==> config.mk <==
export PLATFORM = sky130hd
export DESIGN_NAME = sif_xa_initiator
export DESIGN_NICKNAME = d
export VERILOG_FILES = /design/src/rtl/sif_xa_initiator.sv
export SDC_FILE = /design/constraint.sdc
export NUM_CORES = 1
export LEC_CHECK = 0
export BUFFER_PORTS_ARGS = -buffer_cell sky130_fd_sc_hd__buf_2
export CORE_MARGIN = 2
export CORE_UTILIZATION = 45
export DETAILED_ROUTE_END_ITERATION = 10
export PLACE_DENSITY_LB_ADDON = 0.05
export SYNTH_ARGS = -nofsm -noshare
export SYNTH_HDL_FRONTEND = slang
export SYNTH_SLANG_ARGS = --single-unit
export TNS_END_PERCENT = 20
==> constraint.sdc <==
create_clock -name clk -period 2.9 [get_ports clk]
set_input_delay 0.29 -clock clk [delete_from_list [all_inputs] [get_ports clk]]
set_output_delay 0.29 -clock clk [all_outputs]
set_load 0.02 [all_outputs]
==> src/rtl/sif_xa_initiator.sv <==
// SIF xa bus initiator: queued write/read commands issued as single-cycle
// strobes, read data captured after a fixed latency onto a response port.
module sif_xa_initiator #(
  parameter int ADDR_W    = 16,
  parameter int DATA_W    = 16,
  parameter int CMD_DEPTH = 4,
  parameter int RD_LAT    = 1
) (
  input  logic              clk,
  input  logic              rst,
  input  logic              cmd_valid,
  output logic              cmd_ready,
  input  logic              cmd_wr,
  input  logic [ADDR_W-1:0] cmd_addr,
  input  logic [DATA_W-1:0] cmd_data,
  output logic              rsp_valid,
  input  logic              rsp_ready,
  output logic [DATA_W-1:0] rsp_data,
  output logic [ADDR_W-1:0] xa_addr,
  output logic [DATA_W-1:0] xa_data_wr,
  output logic              xa_wr_s,
  output logic              xa_rd_s,
  input  logic [DATA_W-1:0] xa_data_rd,
  output logic              busy
);

  localparam int PW = $clog2(CMD_DEPTH);
  localparam int EW = 1 + ADDR_W + DATA_W;
  localparam logic [PW:0] FULL = (PW+1)'(CMD_DEPTH);
  localparam logic [2:0] LAT = 3'(RD_LAT);

  typedef enum logic {IDLE, RD_WAIT} state_t;

  state_t state, state_nx;
  logic [2:0] cnt, cnt_nx;
  logic [EW-1:0] mem [CMD_DEPTH];
  logic [PW-1:0] wr_ptr, rd_ptr;
  logic [PW:0] count;
  logic empty, push, pop, cap, rd_ok;
  logic head_wr;
  logic [ADDR_W-1:0] head_addr;
  logic [DATA_W-1:0] head_data;

  assign cmd_ready = (count != FULL);
  assign empty = (count == '0);
  assign push = cmd_valid && cmd_ready;
  assign {head_wr, head_addr, head_data} = mem[rd_ptr];
  assign cap = (state == RD_WAIT) && (cnt == LAT);
  assign busy = !empty || (state != IDLE) || rsp_valid;

  // The capture cycle doubles as an issue slot; a read issued
  // there needs the consumer to be taking the response now.
  assign rd_ok = (state == IDLE) ? (!rsp_valid || rsp_ready)
                                 : rsp_ready;

  always_comb begin
    state_nx = state;
    cnt_nx   = cnt;
    pop      = 1'b0;
    if (state == RD_WAIT) begin
      cnt_nx = cnt + 3'd1;
      if (cap) state_nx = IDLE;
    end
    if ((state == IDLE || cap) && !empty) begin
      if (head_wr) begin
        pop = 1'b1;
      end else if (rd_ok) begin
        pop      = 1'b1;
        state_nx = RD_WAIT;
        cnt_nx   = '0;
      end
    end
  end

  always_ff @(posedge clk) begin
    if (push) mem[wr_ptr] <= {cmd_wr, cmd_addr, cmd_data};
  end

  always_ff @(posedge clk) begin
    if (rst) begin
      state      <= IDLE;
      cnt        <= '0;
      wr_ptr     <= '0;
      rd_ptr     <= '0;
      count      <= '0;
      xa_wr_s    <= 1'b0;
      xa_rd_s    <= 1'b0;
      xa_addr    <= '0;
      xa_data_wr <= '0;
      rsp_valid  <= 1'b0;
      rsp_data   <= '0;
    end else begin
      state   <= state_nx;
      cnt     <= cnt_nx;
      if (push) wr_ptr <= wr_ptr + PW'(1);
      if (pop) rd_ptr <= rd_ptr + PW'(1);
      count   <= count + (PW+1)'(push) - (PW+1)'(pop);
      xa_wr_s <= pop && head_wr;
      xa_rd_s <= pop && !head_wr;
      if (pop) begin
        xa_addr <= head_addr;
        if (head_wr) xa_data_wr <= head_data;
      end
      if (cap) begin
        rsp_valid <= 1'b1;
        rsp_data  <= xa_data_rd;
      end else if (rsp_valid && rsp_ready) begin
        rsp_valid <= 1'b0;
      end
    end
  end

endmodule

# After elaboration in Yosys (flattened, before gate mapping)

Memory sizes are Yosys's and may differ from the RTL's. A register that Yosys moved wholly into a read port is not among the register bits.
Index checks and enable logic that the tools add are counted.

Logic and storage cells: 55
Input bits: 53
Output and inout port bits: 53
Bits in writable memories: 132
Memories: 1
Bits in registers: 62

Add/sub/neg operators: 5
Reduce and logical (&&, ||, !) cells: 16
Equal/unequal tests: 2
Muxes and demuxes: 19
Bitwise gates (word level): 1

Memories:

| name | depth | bits a word | read ports | clocked after Yosys merged registers in | write ports | RTL line | text |
|---|---|---|---|---|---|---|---|
| mem  | 4     | 33          | 1          | 1                                       | 1           | 36       | `logic [EW-1:0] mem [CMD_DEPTH];` |

Operators by type and width:

| kind                                                            | count |
|---|---|
| 1-bit two-way mux                                               | 13 |
| 3-bit two-way mux                                               | 4 |
| 1-bit logical AND                                               | 6 |
| 2-bit by 1-bit adder with 2-bit output, second input constant   | 2 |
| 1-bit logical OR                                                | 4 |
| 2-bit two-way mux                                               | 2 |
| 3-bit by 1-bit adder with 3-bit output                          | 1 |
| 3-bit by 1-bit adder with 3-bit output, second input constant   | 1 |
| 3-bit by 1-bit == test with 1-bit output, second input constant | 1 |
| 1-bit zero test                                                 | 3 |
| 3-bit zero test                                                 | 1 |
| 3-bit != test, second input constant                            | 1 |
| 3-bit by 1-bit subtractor with 3-bit output                     | 1 |
| 2-bit AND reduction                                             | 1 |
| 2-bit nonzero test                                              | 1 |
| 1-bit NOT                                                       | 1 |

# Logic depth before layout (Yosys ltp)

Depth in word-level cells: 8
Gate-level depth with buffers: 16
Mapped depth without buffers: 13

# Worst setup path before layout

No wires, ideal clock.

Path kind: reg-to-reg
From: register (tool-made name)
To: register count[2]
Period minus slack after synthesis: 2790 ps
Setup slack: 110 ps
Stages on the path, launching flop included: 15
Library setup time: 128 ps
Arrival time: 2662 ps
Required time: 2772 ps
Path through: dfxtp_1 > buf_6 > mux4_2 > o221ai_2 > buf_6 > buf_12 > inv_1 > ha_1 > inv_1 > ha_1 > inv_1 > fa_1 > xor2_1 > xnor2_1 > nor2_1

RTL lines:

| what                   | RTL line | text |
|---|---|---|
| end signal: assignment | 97       | `count <= count + (PW+1)'(push) - (PW+1)'(pop);` |
| end: declaration       | 38       | `logic [PW:0] count;` |

==> summary.md <==
| Metric | Value |
|---|---|
| Die height | 131 um |
| Worst setup path start | mem[0][32]$_DFFE_PP_ |
| # hold bufs at CTS | 0 |
| H-tree depth | 4 |
| Measured slew at the worst slew-check pin | 1.13 ns |
| Mux cell area share after synthesis | 14.9% |
| Routed length per instance | 17.2 um |
| Max VDD drop | 417 uV |
| Avg Cell Area, Syn | 16.8 um^2 |
| Minimum clock period after layout | 2.52 ns |
| Drt first pass iters | 5 |
| CP endpoint kind | register |
| R2r endpoint | count[2]$_SDFF_PP0_ |
| Worst-Skew Late Latency | 0.42 ns |
| GRT Total Usage | 16.3% |
| Simple-Gate Fraction of Synth Area | 5.61% |
| Pins over their slew limit | 0 |
| HP Class | primary input to register |
| Row cnt | 46 |
| Leak pwr | 3.31 nW |
| R2R depth | 11 |
| Grt ovf | 0 |
| GPL Wtd Cong | 0.700 |
| Max Clock Freq | 0.397 GHz |
| I/O pins | 106 |
| Xor-xnor portion of the synthesized cell area | 0.729% |
| Relative slew margins | 24.3% |
| R2r setup slk | 0.38 ns |
| Area of the core | 0.0158 mm^2 |
| Layout cells sized above 1 | 33.8% |
| Hold slack | 0.0813 ns |
| Synth Area in Adders | 1.67% |
| Worst hold endpoint | mem[1][22]$_DFFE_PP_ |
| Hpwl dp | 8.09 mm |
| Nets | 602 |
| CTS Root Cell | clkbuf_16 |
| Synth Area in Compound Gates | 2.05% |
| Power Dens Cells | 976 mW/mm^2 |
| # DRC | 0 |
| CP Data Required Time | 3.19 ns |
| Largest net degree at the start of global routing | 34 |
| Clock Sinks | 196 |
| Synth-to-Final Area Change | 20.1% |
| TNS Setup | 0 ns |
| Unrepaired setup endpoints after global routing | false |
| Fin crit share | 86.9% |
| Crit start category | register |
| Clk_skew | 0.00783 ns |
| Sequential area share after synthesis | 72.8% |
| Setup bufs post-CTS | 0 |
| Cells after synthesis | 430 |
| Post-Syn Area | 0.00721 mm^2 |
| Critical path fanouts, max | 5 |
| CTS-repair resized insts | 0 |
| M1 wire length | 5.73 mm |
| Yosys reg bits | 196 |
| PortBufs | 105 |
| Full die area | 0.0170 mm^2 |
| Detail Route Antenna Nets | 0 |
| Ys Warns | 0 |
| CTS tree | built |
| Hold path start | cmd_addr[6] |
| Distinct cells, synth | 33 |
| Antenna violations before repair | 1 |
| Final WL | 13.2 mm |
| Hold Crit Depth | 1 |
| Fillers | 1313 |
| Max-cap violation count | 0 |
| CTS max path bufs | 2 |
| Status | finished clean |
| DR iter-0 viols | 170 |
| DR WL met2 | 6.60 mm |
| Final setup violation count | 0 |
| WS Path Type | register to register |
| Initial core utilization | 45.7% |
| Uppermost layer routed | met4 |
| Largest family of logic cells by synthesized area | multiplexers |
| Die Wd | 131 um |
| Global-route wire length before repair | 20.1 mm |
| WL met3 | 699 um |
| Via-to-Cell Ratio | 4.95 |
| Hold Fails Final Rpt | 0 |
| Clock-pin slew on the worst setup and hold paths | 0.07 ns |
| Number of global-route vias before repair | 3751 |
| CTS buffer count | 17 |
| Worst Path Arrival | 2.81 ns |
| Synthesized Nets | 492 |
| DR vias | 3809 |
| Worst reg2reg path startpoint | mem[0][32]$_DFFE_PP_ |
## flip-flops by register name (all words and copies together) (netlist names), 2 cells and up, named ones only
| register | count |
|---|---|
| mem | 132 |
| rsp_data | 16 |
| xa_addr | 16 |
| xa_data_wr | 16 |
| cnt | 3 |
| count | 3 |
| rd_ptr | 2 |
| wr_ptr | 2 |
## worst max-delay path, cell delays in order (launching register included)
cell and delay (ns):
edfxtp_1 0.37, mux4_2 0.55, o221ai_4 0.17, inv_1 0.07
ha_1 0.27, inv_1 0.06, ha_1 0.13, inv_1 0.05
fa_1 0.37, xor2_1 0.17, xnor2_1 0.14, nor2_1 0.05
## cell families (layout without fill, tap and decap cells)
logic type	count (synthesis)	count (layout)
AO/OA/AOI/OAI	25	25
XOR/XNOR	6	6
adder cells (fa/ha/maj)	9	9
buffers and inverters	33	156
flip-flops	196	196
multiplexers	66	66
other	0	1
AND/OR/NAND/NOR	95	95
## per-layer routing
layer / track usage (%) / vias up
met5: 0 / -
met4: 6.70 / 0
met3: 4.03 / 16
met2: 27.6 / 94
met1: 20.1 / 1880
li1: - / 1819
## how the worst max path moves through the flow
| stage | to | slack, ns | cells after the start |
|---|---|---|---|
| detailed placement | count[2]$_SDFF_PP0_ | 0.37 | 11 |
| floorplan | count[2]$_SDFF_PP0_ | 0.11 | 14 |
| CTS | count[2]$_SDFF_PP0_ | 0.34 | 11 |
| global placement | count[2]$_SDFF_PP0_ | 0.45 | 11 |
| finish | count[2]$_SDFF_PP0_ | 0.38 | 11 |
| global route | count[2]$_SDFF_PP0_ | 0.19 | 11 |
## layout by cell type, fill, tap and decap left out, types with 2 or more instances in the layout
cell       netlist  final
inv_1           10     10
xnor2_1          4      4
clkinv_4         0      3
dfxtp_2          0      2
and2_1           2      2
xor2_1           2      2
clkinv_2         0      2
a21oi_1         19     19
and3_2           0      4
or3_1            2      2
buf_2            3    105
mux4_2          33     33
ha_1             8      8
nor2b_1          3      3
mux2i_1         33     33
clkbuf_16        0     17
buf_12           1      3
dfxtp_1         64     62
inv_8            0      2
nand2b_1         2      2
edfxtp_1       132    132
bufinv_16        0      5
nand2_1         36     36
nor2_1          41     41
buf_4            0      6
## cell usage after synthesis
| cell | n | area (um^2) |
|---|---|---|
| edfxtp_1 | 132 | 3960 |
| dfxtp_1 | 64 | 1280 |
| nor2_1 | 41 | 154 |
| nand2_1 | 36 | 135 |
| mux2i_1 | 33 | 330 |
| mux4_2 | 33 | 743 |
| a21oi_1 | 19 | 95.1 |
| clkbuf_1 | 15 | 56.3 |
| inv_1 | 10 | 37.5 |
| ha_1 | 8 | 100 |
| and3_1 | 4 | 25.0 |
| xnor2_1 | 4 | 35.0 |
| buf_2 | 3 | 15.0 |
| buf_6 | 3 | 33.8 |
| nor2b_1 | 3 | 18.8 |
| and2_1 | 2 | 12.5 |
| nand2b_1 | 2 | 12.5 |
| or3_1 | 2 | 12.5 |
| xor2_1 | 2 | 17.5 |
| buf_1 | 1 | 3.75 |
| buf_12 | 1 | 20.0 |
| fa_1 | 1 | 20.0 |
| nor3_1 | 1 | 5.00 |
| nor3b_1 | 1 | 7.51 |
| nor4_1 | 1 | 6.26 |
| o211ai_2 | 1 | 12.5 |
| o21ai_0 | 1 | 5.00 |
| o21ai_1 | 1 | 5.00 |
| o21bai_1 | 1 | 7.51 |
| o221ai_2 | 1 | 15.0 |
| o31ai_1 | 1 | 7.51 |
| or2_2 | 1 | 6.26 |
| or3b_1 | 1 | 8.76 |
## power breakdown
part	internal, W	switching, W	leakage [nW]
combinational	0.000997	0.00127	1.26
sequential	0.00346	0.000180	1.73
clock	0.00154	0.00100	0.319
total	0.00600	0.00245	3.31
## per-stage QoR
stage	utilization [%]	cells	power, W	setup slack, ns	area, um^2
2_1_floorplan	-	430	0.00541	0.110	7210
3_3_place_gp	50.7	737	0.00599	0.452	8000
3_5_place_dp	50.7	737	0.00603	0.369	8000
4_1_cts	54.9	769	0.00859	0.344	8650
5_1_grt	54.9	769	0.00890	0.190	8650
6_report	54.9	770	0.00845	0.381	8660
## cell type report
type	instances	area [um^2]	share of cell area [%]
well taps	216	270	3.12
inverters	10	37.5	0.434
multi-input cells	201	1810	21.0
clock inverters	15	229	2.64
diodes	1	2.50	0.0289
flip-flops and latches	196	5250	60.6
clock buffers	17	425	4.91
repair buffers	114	631	7.28
(Power assumes the default switching activity.)
